**src/rtl/rca_lsq_arbiter.sv**
```systemverilog
// Load/store queue between the RCA grid rows and the shared LSU port:
// round-robin enqueue into an in-order FIFO, locked single-issue, tagged load return.
module rca_lsq_arbiter #(
  parameter int NUM_ROWS = 4,
  parameter int DEPTH    = 8,
  parameter int XLEN     = 32
) (
  input  logic                           clk,
  input  logic                           rst,
  input  logic [NUM_ROWS-1:0]            req_valid,
  input  logic [NUM_ROWS-1:0][XLEN-1:0]  req_addr,
  input  logic [NUM_ROWS-1:0][XLEN-1:0]  req_data,
  input  logic [NUM_ROWS-1:0][2:0]       req_fn3,
  input  logic [NUM_ROWS-1:0]            req_load,
  input  logic [NUM_ROWS-1:0]            req_store,
  output logic [NUM_ROWS-1:0]            req_grant,
  output logic [NUM_ROWS-1:0]            load_complete,
  output logic [XLEN-1:0]                load_data,
  output logic                           fifo_full,
  output logic [XLEN-1:0]                lsu_rs1,
  output logic [XLEN-1:0]                lsu_rs2,
  output logic [2:0]                     lsu_fn3,
  output logic                           lsu_load,
  output logic                           lsu_store,
  output logic                           lsu_new_request,
  output logic                           lsu_lock,
  input  logic                           lsu_ready,
  input  logic                           lsu_load_complete,
  input  logic [XLEN-1:0]                lsu_load_data
);
  localparam int AW = $clog2(DEPTH);
  localparam int RW = $clog2(NUM_ROWS);
  localparam logic [AW:0] FULL_CNT = (AW+1)'(DEPTH);

  typedef struct packed {
    logic [RW-1:0]   row;
    logic [XLEN-1:0] addr;
    logic [XLEN-1:0] data;
    logic [2:0]      fn3;
    logic            load;
    logic            store;
  } entry_t;

  typedef enum logic {IDLE, WAIT_LOAD} state_t;

  entry_t        mem [DEPTH];
  entry_t        head;
  entry_t        new_entry;
  logic [AW-1:0] wr_ptr;
  logic [AW-1:0] rd_ptr;
  logic [AW:0]   count;
  logic [RW-1:0] rr_ptr;
  logic [RW-1:0] gnt_row;
  logic [RW-1:0] cand;
  logic [RW-1:0] wait_row;
  logic          gnt_found;
  logic          push;
  logic          pop;
  state_t        state;
  state_t        state_n;

  assign fifo_full = (count == FULL_CNT);
  assign head      = mem[rd_ptr];

  // Scan rows starting at the priority pointer; first valid row wins.
  always_comb begin
    gnt_found = 1'b0;
    gnt_row   = '0;
    cand      = '0;
    for (int unsigned i = 0; i < NUM_ROWS; i++) begin
      cand = RW'((32'(rr_ptr) + i) % NUM_ROWS);
      if (!gnt_found && req_valid[cand]) begin
        gnt_found = 1'b1;
        gnt_row   = cand;
      end
    end
  end

  assign push = gnt_found && !fifo_full && !rst;

  always_comb begin
    req_grant = '0;
    if (push) req_grant[gnt_row] = 1'b1;
  end

  always_comb begin
    new_entry.row   = gnt_row;
    new_entry.addr  = req_addr[gnt_row];
    new_entry.data  = req_data[gnt_row];
    new_entry.fn3   = req_fn3[gnt_row];
    new_entry.load  = req_load[gnt_row];
    new_entry.store = req_store[gnt_row];
  end

  always_comb begin
    state_n = state;
    pop     = 1'b0;
    case (state)
      IDLE: begin
        if (count != '0 && lsu_ready) begin
          pop = 1'b1;
          if (head.load) state_n = WAIT_LOAD;
        end
      end
      WAIT_LOAD: if (lsu_load_complete) state_n = IDLE;
      default:   state_n = IDLE;
    endcase
  end

  always_ff @(posedge clk) begin
    if (rst) state <= IDLE;
    else     state <= state_n;
  end

  always_ff @(posedge clk) begin
    if (push) mem[wr_ptr] <= new_entry;
  end

  always_ff @(posedge clk) begin
    if (rst) begin
      wr_ptr <= '0;
      rd_ptr <= '0;
      count  <= '0;
      rr_ptr <= '0;
    end else begin
      if (push) begin
        wr_ptr <= wr_ptr + 1'b1;
        rr_ptr <= (gnt_row == RW'(NUM_ROWS - 1)) ? '0 : gnt_row + 1'b1;
      end
      if (pop) rd_ptr <= rd_ptr + 1'b1;
      if (push && !pop)      count <= count + 1'b1;
      else if (!push && pop) count <= count - 1'b1;
    end
  end

  always_ff @(posedge clk) begin
    if (rst) begin
      lsu_new_request <= 1'b0;
      lsu_lock        <= 1'b0;
      lsu_rs1         <= '0;
      lsu_rs2         <= '0;
      lsu_fn3         <= '0;
      lsu_load        <= 1'b0;
      lsu_store       <= 1'b0;
      load_complete   <= '0;
      load_data       <= '0;
      wait_row        <= '0;
    end else begin
      lsu_new_request <= pop;
      lsu_lock        <= (count != '0) || (state == WAIT_LOAD);
      load_complete   <= '0;
      if (pop) begin
        lsu_rs1   <= head.addr;
        lsu_rs2   <= head.load ? '0 : head.data;
        lsu_fn3   <= head.fn3;
        lsu_load  <= head.load;
        lsu_store <= head.store;
        if (head.load) wait_row <= head.row;
      end
      if (state == WAIT_LOAD && lsu_load_complete) begin
        load_data               <= lsu_load_data;
        load_complete[wait_row] <= 1'b1;
      end
    end
  end

endmodule

```
**config.mk**
```make
export PLATFORM = sky130hd
export DESIGN_NAME = rca_lsq_arbiter
export DESIGN_NICKNAME = d
export VERILOG_FILES = /design/src/rtl/rca_lsq_arbiter.sv
export SDC_FILE = /design/constraint.sdc
export NUM_CORES = 1
export LEC_CHECK = 0
export BUFFER_PORTS_ARGS = -buffer_cell sky130_fd_sc_hd__buf_2
export CORE_UTILIZATION = 35
export DETAILED_ROUTE_END_ITERATION = 10
export PLACE_DENSITY = 0.58
export SLEW_MARGIN = 20
export SYNTH_ARGS = -nofsm -noshare
export SYNTH_HDL_FRONTEND = slang
export SYNTH_SLANG_ARGS = --single-unit
```
**constraint.sdc**
```tcl
create_clock -name clk -period 12.5 [get_ports clk]
set_clock_uncertainty 0.15 [all_clocks]
set_input_delay 0 -clock clk [delete_from_list [all_inputs] [get_ports clk]]
set_output_delay 0 -clock clk [all_outputs]
set_load 0.05 [all_outputs]
```
## Yosys cells after proc, flatten, opt, wreduce, memory -nomap -nowiden

Memories as Yosys holds them, arrays and structs flattened. A register that Yosys moved wholly into a read port is not among the register bits.
Cells that the tools add are included.

| storage, ports and cells | value |
|---|---|
| register bits | 122 |
| latch bits | 0 |
| bits in writable memories | 568 |
| bits in read-only memories | 0 |
| input bits | 316 |
| output and inout bits | 112 |
| word-level logic and storage cells | 104 |
| memories | 1 |

Memory list:

| memory | depth | bits a word | rd ports | clocked after Yosys merged registers in | write ports | line | source |
|---|---|---|---|---|---|---|---|
| mem | 8 | 71 | 1 | 1 | 1 | 46 | `entry_t mem [DEPTH];` |

| operators by class | value |
|---|---|
| add/subtract/negate cells | 8 |
| multiply operators | 0 |
| div/mod/pow operators | 0 |
| $lt $le $gt $ge | 8 |
| eq/ne operators | 2 |
| shift operators | 0 |
| multiplexer cells | 45 |
| bitwise operators | 2 |
| reduce and logical (&&, ||, !) cells | 23 |

Operator list:

| cell | number |
|---|---|
| 32-bit binary-select mux with 2-bit select | 2 |
| 32-bit two-way mux | 3 |
| 1-bit two-way mux | 19 |
| 2-bit by 3-bit < comparator with 1-bit output (second input constant) | 6 |
| 1-bit binary-select mux with 2-bit select | 6 |
| 4-bit two-way mux | 3 |
| 1-bit logical AND | 11 |
| 2-bit two-way mux | 5 |
| 3-bit two-way mux | 3 |
| 1-bit logical NOT | 7 |
| 3-bit by 1-bit adder with 3-bit output (second input constant) | 2 |
| 3-bit binary-select mux with 2-bit select | 1 |
| 2-bit by 1-bit adder with 2-bit output (second input constant) | 2 |
| 2-bit adder (second input constant) | 2 |
| 4-bit by 1-bit adder with 4-bit output (second input constant) | 1 |
| 1-bit demux with 2-bit select | 2 |
| 4-bit == test (second input constant) | 1 |
| 2-bit by 1-bit greater-or-equal comparator with 1-bit output (second input constant) | 2 |
| 4-bit nonzero test | 1 |
| 4-bit by 1-bit subtractor with 4-bit output (second input constant) | 1 |
| 2-bit == test (second input constant) | 1 |
| 1-bit inverter | 2 |
| 1-bit case mux with 2 select lines | 1 |
| 2-bit AND reduction | 1 |
| other kinds (3) | 3 |

## Longest topological paths before layout

| depth | value |
|---|---|
| depth in word-level cells | 18 |
| gate-level depth with buffers | 13 |
| mapped depth without buffers | 11 |

## Worst setup path after synthesis

No wires, ideal clock.

| timing | value |
|---|---|
| kind | reg2reg |
| start | register count[0] |
| end | memory mem[2][0] (netlist bit) (enable) |
| library setup time | 701 ps |
| arrival time | 8525 ps |
| required time | 11649 ps |
| slack | 3124 ps |
| cell stages (with the launch flop) | 5 |
| buffers on the path | 1 |
| period minus slack after synthesis | 9376 ps |
| cells stage by stage | dfxtp_1 -> nor4b_1 -> or3_1 -> buf_2 -> nor4b_1 |

| on the way | value |
|---|---|
| word-level cells in the longest chain between the ends | 6 |

Ends and longest elaborated chain:

| what | line | source |
|---|---|---|
| from (decl) | 51 | `logic [AW:0] count;` |
| from (signal assigned) | 131 | `if (push && !pop) count <= count + 1'b1;` |
| from (signal assigned) | 132 | `else if (!push && pop) count <= count - 1'b1;` |
| 4-bit == test | 62 | `assign fifo_full = (count == FULL_CNT);` |
| net fifo_full | 19 | `output logic fifo_full,` |
| 1-bit logical NOT | 79 | `assign push = gnt_found && !fifo_full && !rst;` |
| 1-bit logical AND (2 in a row) | 79 |  |
| 1-bit two-way mux | 116 | `if (push) mem[wr_ptr] <= new_entry;` |
| 1-bit two-way mux (not written as such) | 116 |  |
| to (decl) | 46 |  |

The timed path passes the listed nets, and every way through them passes these cells.

==> impl_results.md <==
- Fillers: 6841
- Reg2reg setup slack: 8.02 ns
- Drt drc: 0
- Post-Route WL: 68.2 mm
- Core box area: 79100 um^2
- Status: complete, but fails checks
- Final Hold Viols: 8
- CP bufs+invs: 4
- Hold-fix buffers at CTS: 246
- Total negative setup slack: 0 ns
- Simple-gate area share of the yosys netlist: 2.89%
- Syn_area_per_cell: 18.1 um^2
- Total GRT Usage: 16.6%
- First-pass GRT wire length: 103 mm
- Fin nets: 2554
- Compound-Gate Fraction of Synth Area: 2.98%
- Max Cap Viol: 0
- Clk pin slew, worst setup/hold paths: 0.06 ns
- LEAKAGE: 12.9 nW
- Setup Viol. Count Final: 0
- Slew headroom: 23.8%
- Hold path cells: 3
- Critical path arrival: 4.65 ns
- Drt initial violations: 873
- Clock Tree Root: clkbuf_16
- Area Overhead vs Synth: 29.3%
- Startpoint Class: flip-flop
- WL per Instance: 20.4 um
- DIE HEIGHT: 285 um
- # H-tree levels: 3
- R2r startpoint: rr_ptr[1]
- Skew-Pair Late Insertion Delay: 0.63 ns
- Initial antenna violation count: 2
- Max-slew violation count: 0
- DIE WIDTH: 285 um
- Clock sinks: 693
- Worst path max stage delay: 0.74 ns
- Critical path, cell by cell: a21oi_1, o21ai_0, o2bb2a_4, buf_4, buf_4, mux2i_1, dlygate4sd3_1, mux2i_1, dlygate4sd3_1
- Yosys top cell area share: 60.8%
- Cell Area, Synth: 28000 um^2
- Synthesis Warnings: 0
- Setup crit start: rr_ptr[1]
- Synth Area in Adders: 0.473%
- Die area: 81300 um^2
- Port bufs: 427
- Crit path max-delay family: buffers and inverters
- Min-delay worst type: primary input to flip-flop
- Vias in the first global route: 17522
- Area of the multi-input gates: 7950 um^2
- Mux cell area share after synthesis: 21.5%
- HP Start: req_addr[69]
- Routability Congestion: 0.745
- Worst IR drop on VDD: 0.126 mV
- Global route overflow: 0
- Largest net degree at the start of global routing: 61
- Worst Tran Pin Value: 1.11 ns
- HPWL after DPL: 39.4 mm
- Register area share after synthesis: 69.7%
- Vias/cell: 4.90
- Distinct cells, synth: 41
- Crit path max fanout: 46
- Commonest non-fill, non-tap cells in the layout: edfxtp_1, buf_2, mux2i_1
- Crit. End Element: flip-flop
- Number of synthesized register bits: 693
- Initial Utilization: 35.4%
- Failing checks: negative hold slack
- Crit path time final: 4.48 ns
- TritonCTS clock tree: yes
- Number of antenna diodes: 0
- Post-CTS setup buffer count: 0
- PwrDens: 211 nW/um^2
- Post-synth EDFFs: 568
- Fin crit share: 35.8%
- Utilization after layout: 45.8%
- Post-Syn Nets: 1874
- Post-cts resize count: 0
- Reg-to-reg endpoint: mem[1][37]
- Cells after Synth: 1548
- Ys async rst share: 0%
- Hold endpoint: mem[2][42]
- RSZ-0062 raised after global routing: no
- Share of layout cells above drive strength 1: 33.3%
- Cts bufs inserted: 75
- Highest-delay cell along the critical path: dlygate4sd3_1
- Sequential cell area: 19600 um^2
- Crit Path Class: flip-flop to flip-flop
- FF-to-FF path depth: 9
- WP data required: 12.67 ns
- FP Rows: 103
- DRT Pass-1 Iters: 5
- Boundary Pins: 428
- Most common cell after layout, fill and taps aside: edfxtp_1
- CTS max path bufs: 3
- Final ANT Viol Nets: 0
- Worst hold slack: -0.00929 ns
- Area leader, netlist: edfxtp_1
- Fmax: 223 MHz
- Synth area leaders: edfxtp_1, mux4_2, mux2i_1
- Synth Flop Type: edfxtp_1
- Synth Area in XOR/XNOR: 0.219%
- Largest family of logic cells by synthesized area: multiplexers
- Vias post-DR: 16377
cell families after synthesis:
family	count (synthesis)
AOI/OAI and AO/OA	116
adders and majority gates	10
and+or+nand+nor	189
xor gates and xnor gates	7
buffers and inverters	107
muxes	426
DFF	693
through the flow:
step                setup WS, ns  cells  hold WS (ns)  area (um^2)  power, mW
detailed placement          8.81   2954        0.0979        31200       5.28
global route                7.83   3340       0.00827        36300       7.99
finish                      8.02   3340      -0.00929        36300       7.64
global placement            8.92   2954        0.0916        31200       5.21
CTS                         8.07   3339       0.00193        36300       7.74
floorplan                   3.12   1548       -0.0724        28000       4.71
worst max path at each step:
stage	endpoint	slack, ns	cells after the start
floorplan	mem[2][0]	3.12	4
global placement	mem[6][49]	8.92	7
detailed placement	mem[4][56]	8.81	7
CTS	mem[2][37]	8.07	9
global route	mem[0][37]	7.83	9
finish	mem[1][37]	8.02	9
sequential cells by signal, summed over array words and instances (netlist names), named ones only:
register	cells
count	4
load_data	32
lsu_rs1	32
lsu_new_request	1
wr_ptr	3
lsu_lock	1
lsu_load	1
lsu_fn3	3
mem	568
load_complete	4
wait_row	2
lsu_store	1
state	1
rd_ptr	3
rr_ptr	2
lsu_rs2	32
worst reg2reg max path, cell delays in order (launching register included):
cell and delay, ns:
dfxtp_1 0.39, a21oi_1 0.15, o21ai_0 0.10, o2bb2a_4 0.32, buf_4 0.68, buf_4 0.70
mux2i_1 0.29, dlygate4sd3_1 0.58, mux2i_1 0.11, dlygate4sd3_1 0.74
report_power, final:
group          switching (mW)  internal (mW)
registers               0.150           3.01
clock network           0.915           1.34
logic                    1.33          0.901
layer usage:
metal	up-vias	wire length (um)	global-route usage [%]	part of all wire, %
li1	7478	-	-	-
met1	8322	28600	20.9	42
met2	461	34800	29.3	51
met3	114	3290	2.80	4.8
met4	2	1510	5.00	2.2
met5	-	13	0	0.019
cell usage after synthesis (3+ instances only):
master / number
o21ai_1: 6
a211oi_2: 30
buf_4: 22
ha_1: 9
buf_2: 37
inv_1: 7
edfxtp_1: 568
mux2i_1: 283
and2_1: 5
nand2_1: 106
dfxtp_1: 125
xnor2_1: 4
nor4_1: 3
a211oi_1: 6
o21ai_0: 29
or3_1: 3
mux4_2: 141
buf_6: 11
xor2_1: 3
clkbuf_1: 24
nor2_1: 53
nor4b_1: 5
buf_1: 5
a21oi_1: 41
cell type report:
class | count | share of cell area, %
clock inverter | 30 | 1.18
clock buffer | 109 | 5.92
timing repair buffer | 702 | 13.3
multi-input combinational | 748 | 21.9
sequential | 693 | 54.0
tap | 1050 | 3.62
inverter | 8 | 0.0966
(Power assumes the default switching activity.)
